[src/rtl/shift_sequencer.sv]
// Iterative 32-bit barrel shifter: one log2 level per clock, 6-cycle start-to-done latency.
// Optional macro SHIFT_SEQUENCER_SRA_EN enables arithmetic right shift with sign fill.
`timescale 1ns/1ps

module shift_sequencer #(
    parameter logic [5:0] OP_SLL = 6'b000000,
    parameter logic [5:0] OP_SRL = 6'b000010,
    parameter logic [5:0] OP_SRA = 6'b000011
) (
    input  logic        clk,
    input  logic        rst_n,
    input  logic        start,
    input  logic        flush,
    input  logic [31:0] dataA,
    input  logic [31:0] dataB,
    input  logic [5:0]  Signal,
    output logic        busy,
    output logic        done,
    output logic [31:0] dataOut
);

    typedef enum logic [1:0] {
        StIdle,
        StShift,
        StDone
    } state_t;

    state_t      state;
    logic [31:0] work;
    logic [4:0]  amt;
    logic [5:0]  op;
    logic [2:0]  level;
    logic        invalid;
`ifdef SHIFT_SEQUENCER_SRA_EN
    logic        signBit;
`endif

    logic        opSupported;
    logic [7:0]  amtExt;
    logic [4:0]  stepAmt;
    logic [31:0] shifted;

    always_comb begin
        opSupported = (Signal == OP_SLL) || (Signal == OP_SRL);
`ifdef SHIFT_SEQUENCER_SRA_EN
        opSupported = opSupported || (Signal == OP_SRA);
`endif
    end

    // Shift applied by the current level: distance 2^level when amt[level] is set.
    always_comb begin
        amtExt  = {3'b000, amt};
        stepAmt = 5'd1 << level;
        shifted = work;
        if (amtExt[level]) begin
            if (op == OP_SRL) begin
                shifted = work >> stepAmt;
`ifdef SHIFT_SEQUENCER_SRA_EN
            end else if (op == OP_SRA) begin
                shifted = (work >> stepAmt) | (~(32'hFFFF_FFFF >> stepAmt) & {32{signBit}});
`endif
            end else begin
                shifted = work << stepAmt;
            end
        end
    end

    always_ff @(posedge clk) begin
        if (!rst_n) begin
            state   <= StIdle;
            busy    <= 1'b0;
            done    <= 1'b0;
            dataOut <= 32'h0000_0000;
            work    <= 32'h0000_0000;
            amt     <= 5'd0;
            op      <= 6'd0;
            level   <= 3'd0;
            invalid <= 1'b0;
`ifdef SHIFT_SEQUENCER_SRA_EN
            signBit <= 1'b0;
`endif
        end else begin
            done <= 1'b0;
            case (state)
                StIdle, StDone: begin
                    // flush wins over a simultaneous start
                    if (start && !flush) begin
                        work    <= dataA;
                        amt     <= dataB[4:0];
                        op      <= Signal;
                        level   <= 3'd0;
                        invalid <= (|dataB[31:5]) || !opSupported;
`ifdef SHIFT_SEQUENCER_SRA_EN
                        signBit <= dataA[31];
`endif
                        state   <= StShift;
                        busy    <= 1'b1;
                    end else begin
                        state <= StIdle;
                        busy  <= 1'b0;
                    end
                end
                StShift: begin
                    if (flush) begin
                        state <= StIdle;
                        busy  <= 1'b0;
                    end else begin
                        work  <= shifted;
                        level <= level + 3'd1;
                        if (level == 3'd4) begin
                            state   <= StDone;
                            busy    <= 1'b0;
                            done    <= 1'b1;
                            dataOut <= invalid ? 32'h0000_0000 : shifted;
                        end
                    end
                end
                default: begin
                    state <= StIdle;
                    busy  <= 1'b0;
                end
            endcase
        end
    end

endmodule

[config.mk]
export PLATFORM = sky130hd
export DESIGN_NAME = shift_sequencer
export DESIGN_NICKNAME = d
export VERILOG_FILES = /design/src/rtl/shift_sequencer.sv
export SDC_FILE = /design/constraint.sdc
export NUM_CORES = 1
export LEC_CHECK = 0
export CAP_MARGIN = 25
export CELL_PAD_IN_SITES_DETAIL_PLACEMENT = 2
export CELL_PAD_IN_SITES_GLOBAL_PLACEMENT = 2
export CORE_UTILIZATION = 30
export CTS_CLUSTER_SIZE = 14
export DETAILED_ROUTE_END_ITERATION = 10
export PLACE_DENSITY_LB_ADDON = 0.05
export SLEW_MARGIN = 40
export SYNTH_ARGS = -nofsm -noshare
export SYNTH_HDL_FRONTEND = slang
export SYNTH_SLANG_ARGS = --single-unit
[constraint.sdc]
create_clock -name clk -period 3.8 [get_ports clk]
set_input_delay 0.76 -clock clk [delete_from_list [all_inputs] [get_ports clk]]
set_output_delay 0.76 -clock clk [all_outputs]
set_load 0.05 [all_outputs]
==> results.txt, run 1 <==
total track usage = 0.3476
warnings from Yosys = 0
Syn Area/Cell = 8.093 sq um
clock skew after layout = 0.01944 ns
RSZ-0062 raised after global routing = no
worst min path class = register to register
CTS tree = yes
Vias/cell = 6.638
Synth Cell Area = 7834 sq um
Initial Util = 0.3084
Crit. End Element = register
Longest Clk Path Bufs = 2
initial antenna violation count = 1
I/O Buffers = 107
Flop pwr share = 0.367
critical path class = register to register
sequential area share after synthesis = 0.2121
Reg-to-Reg End = work[21]$_SDFFE_PN0P_
count of pins over their slew limit = 0
chip height = 163.6 um
Ports = 108
Post-synth top cells = nand2_1, dfxtp_1, clkbuf_1, o21ai_0, nor2_1
worst reg2reg path startpoint = level[0]$_SDFFE_PN0P_
internal power = 1899 uW
final WL = 45,600 um
Synth Flop Type = dfxtp_1
Rows = 58
switch share = 0.3377
DIE AREA = 26,760 sq um
CP Launch Type = register
First-pass DRT Iterations = 5
vias in the first global route = 9,621
Die X-Extent = 163.6 um
Synth async-reset ratio = 0
GR Overflow Total = 0
Crit Path Max Fanout = 15
Post-Syn Instances = 968
CP Cell Sequence = inv_1, ha_2, nor2b_4, buf_12, mux4_2, a221oi_1, nor3_1, nor4_1, buf_4, or3_1, a21oi_1
Max Clock Freq = 284.0 MHz
share of cells above drive strength 1 = 0.1603
Net count, final = 1,123
PD cells = 291.9 nW/um^2
hold endpoint = dataOut[24]$_SDFFE_PN0P_
clk slew on worst S/H paths = 0.07 ns
R2R setup slack = 0.28 ns
clock sink count = 83
fin worst setup slack = 0.2795 ns
Worst Max-Slew Pin Slew = 0.9310 ns
maximum vdd drop = 0.1746 mV
first-pass GRT wire length = 67,210 um
R2R depth = 11
Setup-failing EPs final = 0
Post-synth EDFFs = 0
Psw = 968.1 uW
clk root buf = clkbuf_16
area leader, netlist = dfxtp_1
setup TNS = 0 ns
Worst Path Arrival = 3.77 ns
H-tree depth = 3
cts bufs inserted = 9
vias = 9,154
Max stage delay on crit path = 0.60 ns
largest net degree at the start of global routing = 62
MaxCap Viol Count = 0
HPWL after DPL = 34,120 um
Synth top area share = 0.2121
final worst-path cycle share = 0.9265
hold path start = dataOut[24]$_SDFFE_PN0P_
Clock power frac = 0.367
CP required = 4.05 ns
Core Region = 25,400 sq um
DRT antenna net count = 0
top-count cell post-synth = nand2_1
DRT iter0 DRCs = 883
Leak Pwr = 0.003454 uW
combinational group share of total power = 0.266
Post-Place Worst Slack = 0.2741 ns
DR WL/cell = 33.06 um
CP max stage cell = mux4_2
Syn Nets = 1,047
residual DRC count = 0
Synth cell types = 76
WHS Path Cells = 2
Synth area leaders = dfxtp_1, mux4_2, mux2i_1
number of synthesized register bits = 83
gpl congestion = 1.001
final hold vios = 0
Slew HR = 0.3794
fin crit period = 3.521 ns
clk_lat worst skew = 0.36 ns
Layout area overhead = 25.36%
status = completed
[how the worst max path moves through the flow]
| stage | to | slack [ns] | from |
|---|---|---|---|
| after CTS | dataOut[15]$_SDFFE_PN0P_ | 0.26 | level[1]$_SDFFE_PN0P_ |
| after global placement | dataOut[24]$_SDFFE_PN0P_ | 0.31 | level[0]$_SDFFE_PN0P_ |
| after detailed placement | dataOut[24]$_SDFFE_PN0P_ | 0.27 | level[0]$_SDFFE_PN0P_ |
| after floorplan | dataOut[16]$_SDFFE_PN0P_ | 1.06 | level[0]$_SDFFE_PN0P_ |
| final | work[21]$_SDFFE_PN0P_ | 0.28 | level[0]$_SDFFE_PN0P_ |
| after global routing | dataOut[8]$_SDFFE_PN0P_ | 0.04 | level[0]$_SDFFE_PN0P_ |
[logic make-up after synthesis]
family	after synthesis	synth area share
multiplexers	103	0.2073
flip-flops	83	0.2121
adder cells (fa/ha/maj)	5	0.007986
AO/OA/AOI/OAI	340	0.3079
buffers and inverters	140	0.07778
AND/OR/NAND/NOR	297	0.1869
[flip-flops by register name (all words and copies together), names as in the netlist]
name,cells
dataOut,32
level,3
work,32
amt,5
invalid,1
done,1
op,6
busy,1
state,2
[through the flow]
stage	std cells	instance area (sq um)	power, uW	hold slack, ns	util
finish	1379	9821	2867	0.4621	0.3867
CTS	1377	9808	2866	0.4692	0.3862
global route	1378	9818	2958	0.4947	0.3866
floorplan	968	7834	1421	0.4386	-
detailed placement	1362	9467	1807	0.4533	0.3727
global placement	1362	9465	1801	0.4375	0.3727
[cell usage in the layout, fill, tap and decap left out, types with 15 or more instances in the layout]
cell type          n
clkdlybuf4s50_1  106
nand2_1          101
dfxtp_1           83
o21ai_0           72
buf_4             71
nor2_1            56
mux2i_1           45
a21oi_1           44
mux4_2            41
o221ai_1          33
nor3_1            28
nand3_1           23
o211ai_1          21
a21boi_0          19
inv_1             17
a31oi_1           16
nor4_1            15
[layout make-up]
class	count	area [sq um]
diodes	1	2.502
clock inverters	4	98.84
clock buffers	11	242.7
fillers	2891	15580
repair buffers	185	1739
inverters	20	75.07
flip-flops and latches	83	1662
multi-input cells	745	5588
well taps	330	412.9
[what timing repair did]
action,4_1_cts,5_1_grt
hold buffers,0,0
gates resized for setup,0,1
endpoints found under the setup margin,0,2
setup buffers,0,1
[power by group through the flow]
| stage | registers [uW] | clock network [uW] | logic (uW) |
|---|---|---|---|
| global placement | 1060 | 0 | 738 |
| detailed placement | 1060 | 0 | 744 |
| floorplan | 945 | 0 | 475 |
| global route | 1050 | 1110 | 803 |
| CTS | 1040 | 1070 | 749 |
| finish | 1050 | 1050 | 761 |
[worst max-delay path: cells and delay by family (launching register included)]
kind | cells | cell delay (ns)
adder cells (fa/ha/maj) | 1 | 0.36
flip-flops | 1 | 0.39
AO/OA/AOI/OAI | 2 | 0.47
multiplexers | 1 | 0.60
AND/OR/NAND/NOR | 4 | 1.00
buffers and inverters | 3 | 0.58
[per-layer routing]
layer / global-route usage / vias up / routed length (um)
li1: - / 3905 / -
met1: 0.4593 / 4641 / 19330
met2: 0.5495 / 486 / 20570
met3: 0.05460 / 122 / 3352
met4: 0.1679 / 0 / 2345
met5: 0 / - / 0
Note: power is estimated with default switching activity, not from simulation.
==> inputs of run 2 (changes only) <==
--- a/config.mk
+++ b/config.mk
@@ -5,10 +5,11 @@
 export SDC_FILE = /design/constraint.sdc
 export NUM_CORES = 1
 export LEC_CHECK = 0
+export ABC_CLOCK_PERIOD_IN_PS = 3800
 export CAP_MARGIN = 25
 export CELL_PAD_IN_SITES_DETAIL_PLACEMENT = 2
 export CELL_PAD_IN_SITES_GLOBAL_PLACEMENT = 2
-export CORE_UTILIZATION = 30
+export CORE_UTILIZATION = 33
 export CTS_CLUSTER_SIZE = 14
 export DETAILED_ROUTE_END_ITERATION = 10
 export PLACE_DENSITY_LB_ADDON = 0.05
==> run 2 against run 1 <==
First-iteration DRC count rose by 19%. Global-route usage rose by 6.3 points. Clock skew fell by 0.0039 ns. Hold slack got worse by 0.0028 ns. Cell count rose by 0.15%. Sequential share of layout area fell by 0.058 points. Cell area rose by 0.42%. Critical endpoint is now dataOut[14]$_SDFFE_PN0P_.
==> results.txt, run 2 (same netlist as run 1, synthesis figures left out) <==
Core Region = 23,400 sq um
status = completed
residual DRC count = 0
Reg-to-Reg End = dataOut[14]$_SDFFE_PN0P_
Worst Path Arrival = 3.93 ns
highest-count cells in the layout ignoring fill and taps = clkdlybuf4s50_1, nand2_1, buf_4
Leak Pwr = 0.003520 uW
final WL = 49,770 um
maximum vdd drop = 0.1620 mV
critical path class = register to register
DIE AREA = 24,360 sq um
share of cells above drive strength 1 = 0.1714
initial antenna violation count = 0
clock skew after layout = 0.01559 ns
Net count, final = 1,137
clk slew on worst S/H paths = 0.07 ns
DRT iter0 DRCs = 1,053
clock sink count = 83
clk_lat worst skew = 0.36 ns
vias = 9,814
R2R depth = 11
final hold vios = 0
count of pins over their slew limit = 0
I/O Buffers = 107
commonest non-fill, non-tap cell in the layout = clkdlybuf4s50_1
Vias/cell = 7.106
Top Registers = dataOut x32, work x32, op x6
Die X-Extent = 156.1 um
H-tree depth = 3
GR Overflow Total = 0
Worst Max-Slew Pin Slew = 0.9296 ns
Max Clock Freq = 270.5 MHz
CTS tree = yes
Crit. End Element = register
R2R setup slack = 0.10 ns
CP Launch Type = register
DR WL/cell = 36.04 um
largest net degree at the start of global routing = 47
WHS Path Cells = 2
DRT antenna net count = 0
chip height = 156.1 um
First-pass DRT Iterations = 7
HPWL after DPL = 36,840 um
worst min path class = register to register
cts bufs inserted = 9
MaxCap Viol Count = 0
setup TNS = 0 ns
Setup-failing EPs final = 0
Rows = 56
Ports = 108
Slew HR = 0.3794
Longest Clk Path Bufs = 2
total track usage = 0.4105
Initial Util = 0.3347
CP required = 4.03 ns
hold path start = dataOut[12]$_SDFFE_PN0P_
worst reg2reg path startpoint = level[0]$_SDFFE_PN0P_
RSZ-0062 raised after global routing = no
Layout area overhead = 25.89%
Hold Slack = 0.4593 ns
PD cells = 289.3 nW/um^2
cts hold-fix bufs = 0
Crit Path Max Fanout = 15
gpl congestion = 1.056
ANT cells = 0
final worst-path cycle share = 0.9727
hold endpoint = dataOut[12]$_SDFFE_PN0P_
clk root buf = clkbuf_16
vias in the first global route = 10,330
first-pass GRT wire length = 71,890 um
fin crit period = 3.696 ns
CP Launch Point = level[0]$_SDFFE_PN0P_
[run 2: changes by cell type in the layout (fill, tap and decap cells not counted), sizes merged]
cell | before | now
buf | 79 | 93
bufinv | 3 | 2
clkbuf | 11 | 10
clkinv | 4 | 6
diode | 1 | 0
[run 2: routing by layer]
layer	up-vias	share of wire	global-route usage
li1	3938	-	-
met1	4939	0.38	0.5018
met2	709	0.45	0.6528
met3	228	0.096	0.1017
met4	0	0.067	0.2409
met5	-	0	0
[run 2: worst max path at each step]
stage	cells past startpoint	slack [ns]	to
2_1_floorplan	12	1.06	dataOut[16]$_SDFFE_PN0P_
3_3_place_gp	11	0.11	dataOut[9]$_SDFFE_PN0P_
3_5_place_dp	10	0.11	dataOut[16]$_SDFFE_PN0P_
4_1_cts	10	0.02	dataOut[16]$_SDFFE_PN0P_
5_1_grt	12	0.04	work[28]$_SDFFE_PN0P_
6_report	11	0.10	dataOut[14]$_SDFFE_PN0P_
[run 2: report_power, final]
group	internal [uW]	switching [uW]
Sequential	904	136
Combinational	347	488
Clock	573	405
[run 2: worst max-delay path, cell delays in order, from the launching register on]
cell	delay, ns
dfxtp_1	0.33
buf_4	0.18
ha_1	0.26
buf_4	0.23
buf_4	0.22
nor2b_1	0.22
a21boi_0	0.28
a2bb2oi_1	0.64
a21oi_1	0.28
a221o_1	0.37
a21oi_1	0.38
o21ai_0	0.16
[run 2: layout make-up]
cell class,instances,area (sq um)
fillers,2599,13540
multi-input cells,745,5592
repair buffers,199,1826
flip-flops and latches,83,1663
well taps,319,399.1
clock buffers,10,229.0
clock inverters,5,78.83
inverters,20,75.07
[run 2: repair_timing]
action | in CTS | in global routing
setup buffers | 0 | 1
hold endpoints to repair | 0 | 0
setup endpoints to repair | 0 | 5
gates resized for setup | 0 | 1
[run 2: through the flow]
stage               area [sq um]  power [uW]  std cells  setup slack [ns]    util
finish                      9862        2853       1381            0.1038  0.4214
global route                9862        2914       1381           0.03620  0.4214
CTS                         9838        2822       1380           0.01760  0.4204
detailed placement          9530        1847       1365            0.1086  0.4072
global placement            9474        1816       1363            0.1078  0.4048
floorplan                   7834        1421        968             1.057       -
